### src/rtl/accum_seq_pkg.sv
// Shared types and constants for the accum_seq sequential accumulator:
// FSM state encoding, sequence length and the order in which terms are summed.
package accum_seq_pkg;

  localparam int NTERMS = 8;
  localparam int NSEZ   = 6;
  localparam int CNT_W  = $clog2(NTERMS);

  typedef enum logic [1:0] {
    ST_IDLE = 2'd0,
    ST_ADD  = 2'd1,
    ST_DONE = 2'd2
  } state_e;

  // Position of each operand in the summation; SEZ taps after the sixth term.
  typedef enum logic [CNT_W-1:0] {
    TERM_WB1 = 3'd0,
    TERM_WB2 = 3'd1,
    TERM_WB3 = 3'd2,
    TERM_WB4 = 3'd3,
    TERM_WB5 = 3'd4,
    TERM_WB6 = 3'd5,
    TERM_WA2 = 3'd6,
    TERM_WA1 = 3'd7
  } term_e;

  localparam logic [CNT_W-1:0] CNT_SEZ = CNT_W'(NSEZ - 1);
  localparam logic [CNT_W-1:0] CNT_SE  = CNT_W'(NTERMS - 1);

endpackage

### src/rtl/accum_seq_dp.sv
// Datapath: captured operand bank, term select mux, adder and wrapping accumulator.
// sum_hi_o exposes the upper bits of (acc + current term) for the estimate registers.
module accum_seq_dp
  import accum_seq_pkg::*;
#(
  parameter int WIDTH = 16
) (
  input  logic                     clk,
  input  logic                     rst_n,
  input  logic                     load_i,
  input  logic                     add_i,
  input  logic [CNT_W-1:0]         sel_i,
  input  logic [NTERMS*WIDTH-1:0]  ops_i,
  output logic [WIDTH-2:0]         sum_hi_o
);

  logic [WIDTH-1:0] ops_q [NTERMS];
  logic [WIDTH-1:0] acc_q, acc_d;
  logic [WIDTH-1:0] term;
  logic [WIDTH-1:0] sum;

  // NOTE: operand bank has no reset; it is always loaded before it is read.
  always_ff @(posedge clk) begin
    if (load_i) begin
      for (int i = 0; i < NTERMS; i++) begin
        ops_q[i] <= ops_i[i*WIDTH +: WIDTH];
      end
    end
  end

  assign term     = ops_q[sel_i];
  assign sum      = acc_q + term;
  assign sum_hi_o = sum[WIDTH-1:1];

  always_comb begin
    acc_d = acc_q;
    if (load_i) begin
      acc_d = '0;
    end else if (add_i) begin
      acc_d = sum;
    end
  end

  always_ff @(posedge clk) begin
    if (!rst_n) begin
      acc_q <= '0;
    end else begin
      acc_q <= acc_d;
    end
  end

endmodule

### src/rtl/accum_seq.sv
// Sequential eight-term accumulator producing the SEZ and SE estimates.
// Holds the FSM, term counter and estimate registers; arithmetic lives in accum_seq_dp.
module accum_seq
  import accum_seq_pkg::*;
#(
  parameter int WIDTH = 16
) (
  input  logic             clk,
  input  logic             reset,
  input  logic             scan_in0,
  input  logic             scan_in1,
  input  logic             scan_in2,
  input  logic             scan_in3,
  input  logic             scan_in4,
  input  logic             scan_enable,
  input  logic             test_mode,
  output logic             scan_out0,
  output logic             scan_out1,
  output logic             scan_out2,
  output logic             scan_out3,
  output logic             scan_out4,
  input  logic             req,
  input  logic [WIDTH-1:0] WB1,
  input  logic [WIDTH-1:0] WB2,
  input  logic [WIDTH-1:0] WB3,
  input  logic [WIDTH-1:0] WB4,
  input  logic [WIDTH-1:0] WB5,
  input  logic [WIDTH-1:0] WB6,
  input  logic [WIDTH-1:0] WA2,
  input  logic [WIDTH-1:0] WA1,
  output logic             busy,
  output logic             done,
  output logic [WIDTH-2:0] SEZ,
  output logic [WIDTH-2:0] SE
);

  state_e                 state_q, state_d;
  logic [CNT_W-1:0]       cnt_q, cnt_d;
  logic [WIDTH-2:0]       sez_q, sez_d;
  logic [WIDTH-2:0]       se_q, se_d;
  logic                   load;
  logic                   add_en;
  logic [WIDTH-2:0]       sum_hi;
  logic [NTERMS*WIDTH-1:0] ops;

  // NOTE: sequential state uses non-blocking assignments so all flops see pre-edge values.
  always_ff @(posedge clk) begin
    if (!reset) begin
      state_q <= ST_IDLE;
    end else begin
      state_q <= state_d;
    end
  end

  // NOTE: default assignment first keeps this block free of inferred latches.
  always_comb begin
    state_d = state_q;
    unique case (state_q)
      ST_IDLE: if (req) state_d = ST_ADD;
      ST_ADD:  if (cnt_q == CNT_SE) state_d = ST_DONE;
      ST_DONE: state_d = ST_IDLE;
      default: state_d = ST_IDLE;
    endcase
  end

  always_comb begin
    load   = 1'b0;
    add_en = 1'b0;
    busy   = 1'b0;
    done   = 1'b0;
    unique case (state_q)
      ST_IDLE: load = req;
      ST_ADD: begin
        busy   = 1'b1;
        add_en = 1'b1;
      end
      ST_DONE: begin
        busy = 1'b1;
        done = 1'b1;
      end
      default: ;
    endcase
  end

  always_comb begin
    cnt_d = cnt_q;
    sez_d = sez_q;
    se_d  = se_q;
    if (load) begin
      cnt_d = '0;
    end else if (add_en) begin
      cnt_d = cnt_q + 1'b1;
      if (cnt_q == CNT_SEZ) sez_d = sum_hi;
      if (cnt_q == CNT_SE)  se_d  = sum_hi;
    end
  end

  always_ff @(posedge clk) begin
    if (!reset) begin
      cnt_q <= '0;
      sez_q <= '0;
      se_q  <= '0;
    end else begin
      cnt_q <= cnt_d;
      sez_q <= sez_d;
      se_q  <= se_d;
    end
  end

  always_comb begin
    ops = '0;
    ops[int'(TERM_WB1)*WIDTH +: WIDTH] = WB1;
    ops[int'(TERM_WB2)*WIDTH +: WIDTH] = WB2;
    ops[int'(TERM_WB3)*WIDTH +: WIDTH] = WB3;
    ops[int'(TERM_WB4)*WIDTH +: WIDTH] = WB4;
    ops[int'(TERM_WB5)*WIDTH +: WIDTH] = WB5;
    ops[int'(TERM_WB6)*WIDTH +: WIDTH] = WB6;
    ops[int'(TERM_WA2)*WIDTH +: WIDTH] = WA2;
    ops[int'(TERM_WA1)*WIDTH +: WIDTH] = WA1;
  end

  accum_seq_dp #(.WIDTH(WIDTH)) u_dp (
    .clk      (clk),
    .rst_n    (reset),
    .load_i   (load),
    .add_i    (add_en),
    .sel_i    (cnt_q),
    .ops_i    (ops),
    .sum_hi_o (sum_hi)
  );

  assign SEZ = sez_q;
  assign SE  = se_q;

  // Scan chains are stitched at DFT insertion; outputs stay low in functional mode.
  assign scan_out0 = test_mode & scan_enable & scan_in0;
  assign scan_out1 = test_mode & scan_enable & scan_in1;
  assign scan_out2 = test_mode & scan_enable & scan_in2;
  assign scan_out3 = test_mode & scan_enable & scan_in3;
  assign scan_out4 = test_mode & scan_enable & scan_in4;

endmodule

### config.mk
export PLATFORM = sky130hd
export DESIGN_NAME = accum_seq
export DESIGN_NICKNAME = d
export VERILOG_FILES = /design/src/rtl/accum_seq_pkg.sv /design/src/rtl/accum_seq_dp.sv /design/src/rtl/accum_seq.sv
export SDC_FILE = /design/constraint.sdc
export NUM_CORES = 1
export LEC_CHECK = 0
export BUFFER_PORTS_ARGS = -buffer_cell sky130_fd_sc_hd__buf_2
export CAP_MARGIN = 25
export CORE_MARGIN = 4
export CORE_UTILIZATION = 58
export CTS_CLUSTER_DIAMETER = 200
export CTS_CLUSTER_SIZE = 28
export DETAILED_ROUTE_END_ITERATION = 12
export HOLD_SLACK_MARGIN = 0.06
export PLACE_DENSITY = 0.85
export REMOVE_ABC_BUFFERS = 1
export SYNTH_ARGS = -nofsm -noshare
export SYNTH_HDL_FRONTEND = slang
export SYNTH_HIERARCHICAL = 1
export SYNTH_SLANG_ARGS = --single-unit
### constraint.sdc
create_clock -name clk -period 13.3 [get_ports clk]
set_input_delay 2.66 -clock clk [delete_from_list [all_inputs] [get_ports clk]]
set_output_delay 2.66 -clock clk [all_outputs]
set_load 0.01 [all_outputs]
==> out/metrics.yaml <==
cellPowerDensity_nw_per_um2: 187
tns_ns: 0
setup_ws_ns: 7.56
synth-edff-count: 128
fin_util_pct: 71.3
end_kind: "primary output"
cp_cell_sequence: "buf_2 > and3_1 > buf_2"
cts_root_buffer: "clkbuf_16"
synth_cells: 515
final_cells: 858
cts_buffer_depth: 2
leakagePower_nw: 3.61
avgSynthCellArea_sq_um: 15.0
max_freq_mhz: 174
setup_viol: 0
yosys_most_used_dff: "edfxtp_1"
critPathKind: "input pin to primary output"
ioPinCount: 175
start_util_pct: 60.1
drc: 0
hold_viol: 0
drt_iter0_drc: 279
critical_path_buf_inv_count: 2
holdWs_ns: 0.462
ctsHoldBuffers: 0
design_area_sq_um: 9150
dr.pass1.iters: 4
rows: 41
min_period_over_period_pct: 43.1
grt_overflow_total: 0
cp.required_ns: 10.64
ff2ff_setup_slack_ns: 9.23
dp.cells: 826
skew_ns: 0.00644
area_growth_pct: 18.7
diodes: 0
chipHeight_microns: 123
port_buffers: 174
grt_max_degree: 73
drt-total-wl_mm: 14.9
post-route-min-period_ns: 5.74
numCtsBuffers: 17
antenna_found_initial: 0
hp-class: "register to register"
cp_top_family: "buffers and inverters"
startpoint_type: "input pin"
maxSlewHeadroom_pct: 38.1
final_max_slew_viol_count: 0
fp.dieW_microns: 123
seq_area_frac_synth_pct: 63.1
routedWlPerCell_microns: 17.4
grt_use_total_pct: 20.6
drive_gt1_share_pct: 39.9
power_mw: 1.71
grt_pass1_vias: 4863
async_flop_share_pct: 0
grt_pass1_wl_mm: 23.4
status: "complete, no violations"
gp_congestion: 0.805
clock_sinks: 179
crit_arrival_ns: 3.08
fin_nets: 836
maxCapViolCount: 0
max_stage_delay_ns: 0.16
viasPerCell: 5.42
post_cts_buffers: 0
cts_max_level: 4
cts.clk_slew.worst_paths_ns: 0.06
ir_drop_uv: 124
rsz0062_at_grt: "false"
vias: 4650
cp_slowest_cell: "and3_1"
tightest_slew_ns: 0.928
dp_worst_setup_slack_ns: 7.57
cts_resized: 0
ys_seq_elements: 179
path_max_fanout: 5
syn_area_sq_um: 7710
path_common_cell: "buf_2"
clk_latency_ns: 0.42
ant_nets: 0
nFillCells: 861
dieArea_sq_um: 15200
core_area_sq_um: 12800
ys_types: 52
ys_warn_count: 6
dpl.hpwl_mm: 10.6
placed_area_sq_um: 8590
cts_tree: "yes"
-- routing by layer --
layer	part of all wire (%)	GRT usage [%]	vias up	routed length, microns
met5	0	0	-	0
met4	1.4	7.96	0	207
met3	6.1	4.44	17	905
met2	52	35.7	150	7800
met1	40	25.4	2247	6010
li1	-	-	2236	-
-- worst register-to-register path, cell delays in order, from the launching register on --
cell and delay [ns]:
dfxtp_2 0.72, buf_4 0.47, mux4_2 0.56, mux2_2 0.29, ha_1 0.35, a21oi_1 0.20, nor2b_1 0.07, o21ai_0 0.20
o211ai_2 0.16, a221oi_1 0.53, xnor2_1 0.22, nand2_1 0.07, o21ai_0 0.15
-- state kept, by name, summed over array words and instances, names as in the netlist --
register / flops
state_q: 2
SEZ: 15
SE: 15
cnt_q: 3
u_dp/acc_q: 16
u_dp/ops_q: 128
-- area by class of cell --
cell class              count  area (sq um)  share of cell area [%]
flip-flops and latches    179          4870                    53.2
well taps                 172           215                    2.35
repair buffers            179           912                    9.97
multi-input cells         286          2570                    28.0
clock inverters            12           115                    1.26
inverters                  11          41.3                   0.451
clock buffers              19           433                    4.73
-- path summary, 6_finish.rpt --
kind | from | end | cells after the start
max | test_mode | scan_out2 | 3
min | SE[13] | SE[13] | 2
max reg2reg | cnt_q[0] | SEZ[14] | 12
min reg2reg | SE[13] | SE[13] | 2
-- cell usage in the layout (no fill, tap or decap), types with 2 or more instances in the layout --
cell type   instances
buf_2             174
edfxtp_1          128
nand2_1            54
dfxtp_1            49
mux4_2             32
ha_1               23
nand3_1            20
o21ai_0            19
nor2_1             17
mux2i_1            17
clkbuf_16          17
mux2_2             14
inv_1              11
a21boi_2           10
a21oi_1            10
xnor2_1             9
and3_1              6
xor2_1              6
a21boi_0            5
clkinv_1            5
a21o_1              5
buf_4               4
nor2b_1             4
nand2b_1            3
nand2_2             3
clkinvlp_4          3
and2_4              2
a211oi_1            2
clkbuf_1            2
bufinv_16           2
dfxtp_2             2
o21a_1              2
nand4_1             2
nand3b_1            2
-- logic make-up (layout without fill, tap and decap cells) --
logic type,after synthesis,in the layout,share of synthesized area [%]
AO/OA/AOI/OAI,66,66,6.70
XOR/XNOR,15,15,1.70
adder cells (fa/ha/maj),24,24,3.99
buffers and inverters,50,221,3.67
flip-flops,179,179,63.1
multiplexers,63,63,13.6
AND/OR/NAND/NOR,118,118,7.25
-- power by group --
part	internal (mW)	leakage, nW	switching, mW
clock network	0.272	0.257	0.193
logic	0.216	1.71	0.263
registers	0.721	1.64	0.0483
-- synthesized netlist by cell type (2+ instances only) --
cell | number | share of area, %
nand2_2 | 3 | 0.24
and3_1 | 6 | 0.49
a21o_1 | 5 | 0.49
dfxtp_1 | 51 | 13
nand3_1 | 20 | 1.3
a211oi_1 | 2 | 0.19
buf_2 | 7 | 0.45
a21boi_2 | 10 | 1.5
xor2_1 | 6 | 0.68
nand4_1 | 2 | 0.16
o21a_1 | 2 | 0.19
nand2b_1 | 3 | 0.24
a21boi_0 | 5 | 0.49
buf_6 | 2 | 0.29
mux4_2 | 32 | 9.3
o21ai_0 | 19 | 1.2
buf_4 | 16 | 1.6
mux2_2 | 14 | 2.0
clkbuf_1 | 12 | 0.58
nor2_1 | 17 | 0.83
nand3b_1 | 2 | 0.19
a21oi_1 | 10 | 0.65
edfxtp_1 | 128 | 50
nor2b_1 | 4 | 0.32
inv_1 | 11 | 0.54
mux2i_1 | 17 | 2.2
nand2_1 | 54 | 2.6
xnor2_1 | 9 | 1.0
ha_1 | 23 | 3.7
Note: power is estimated with default switching activity, not from simulation.
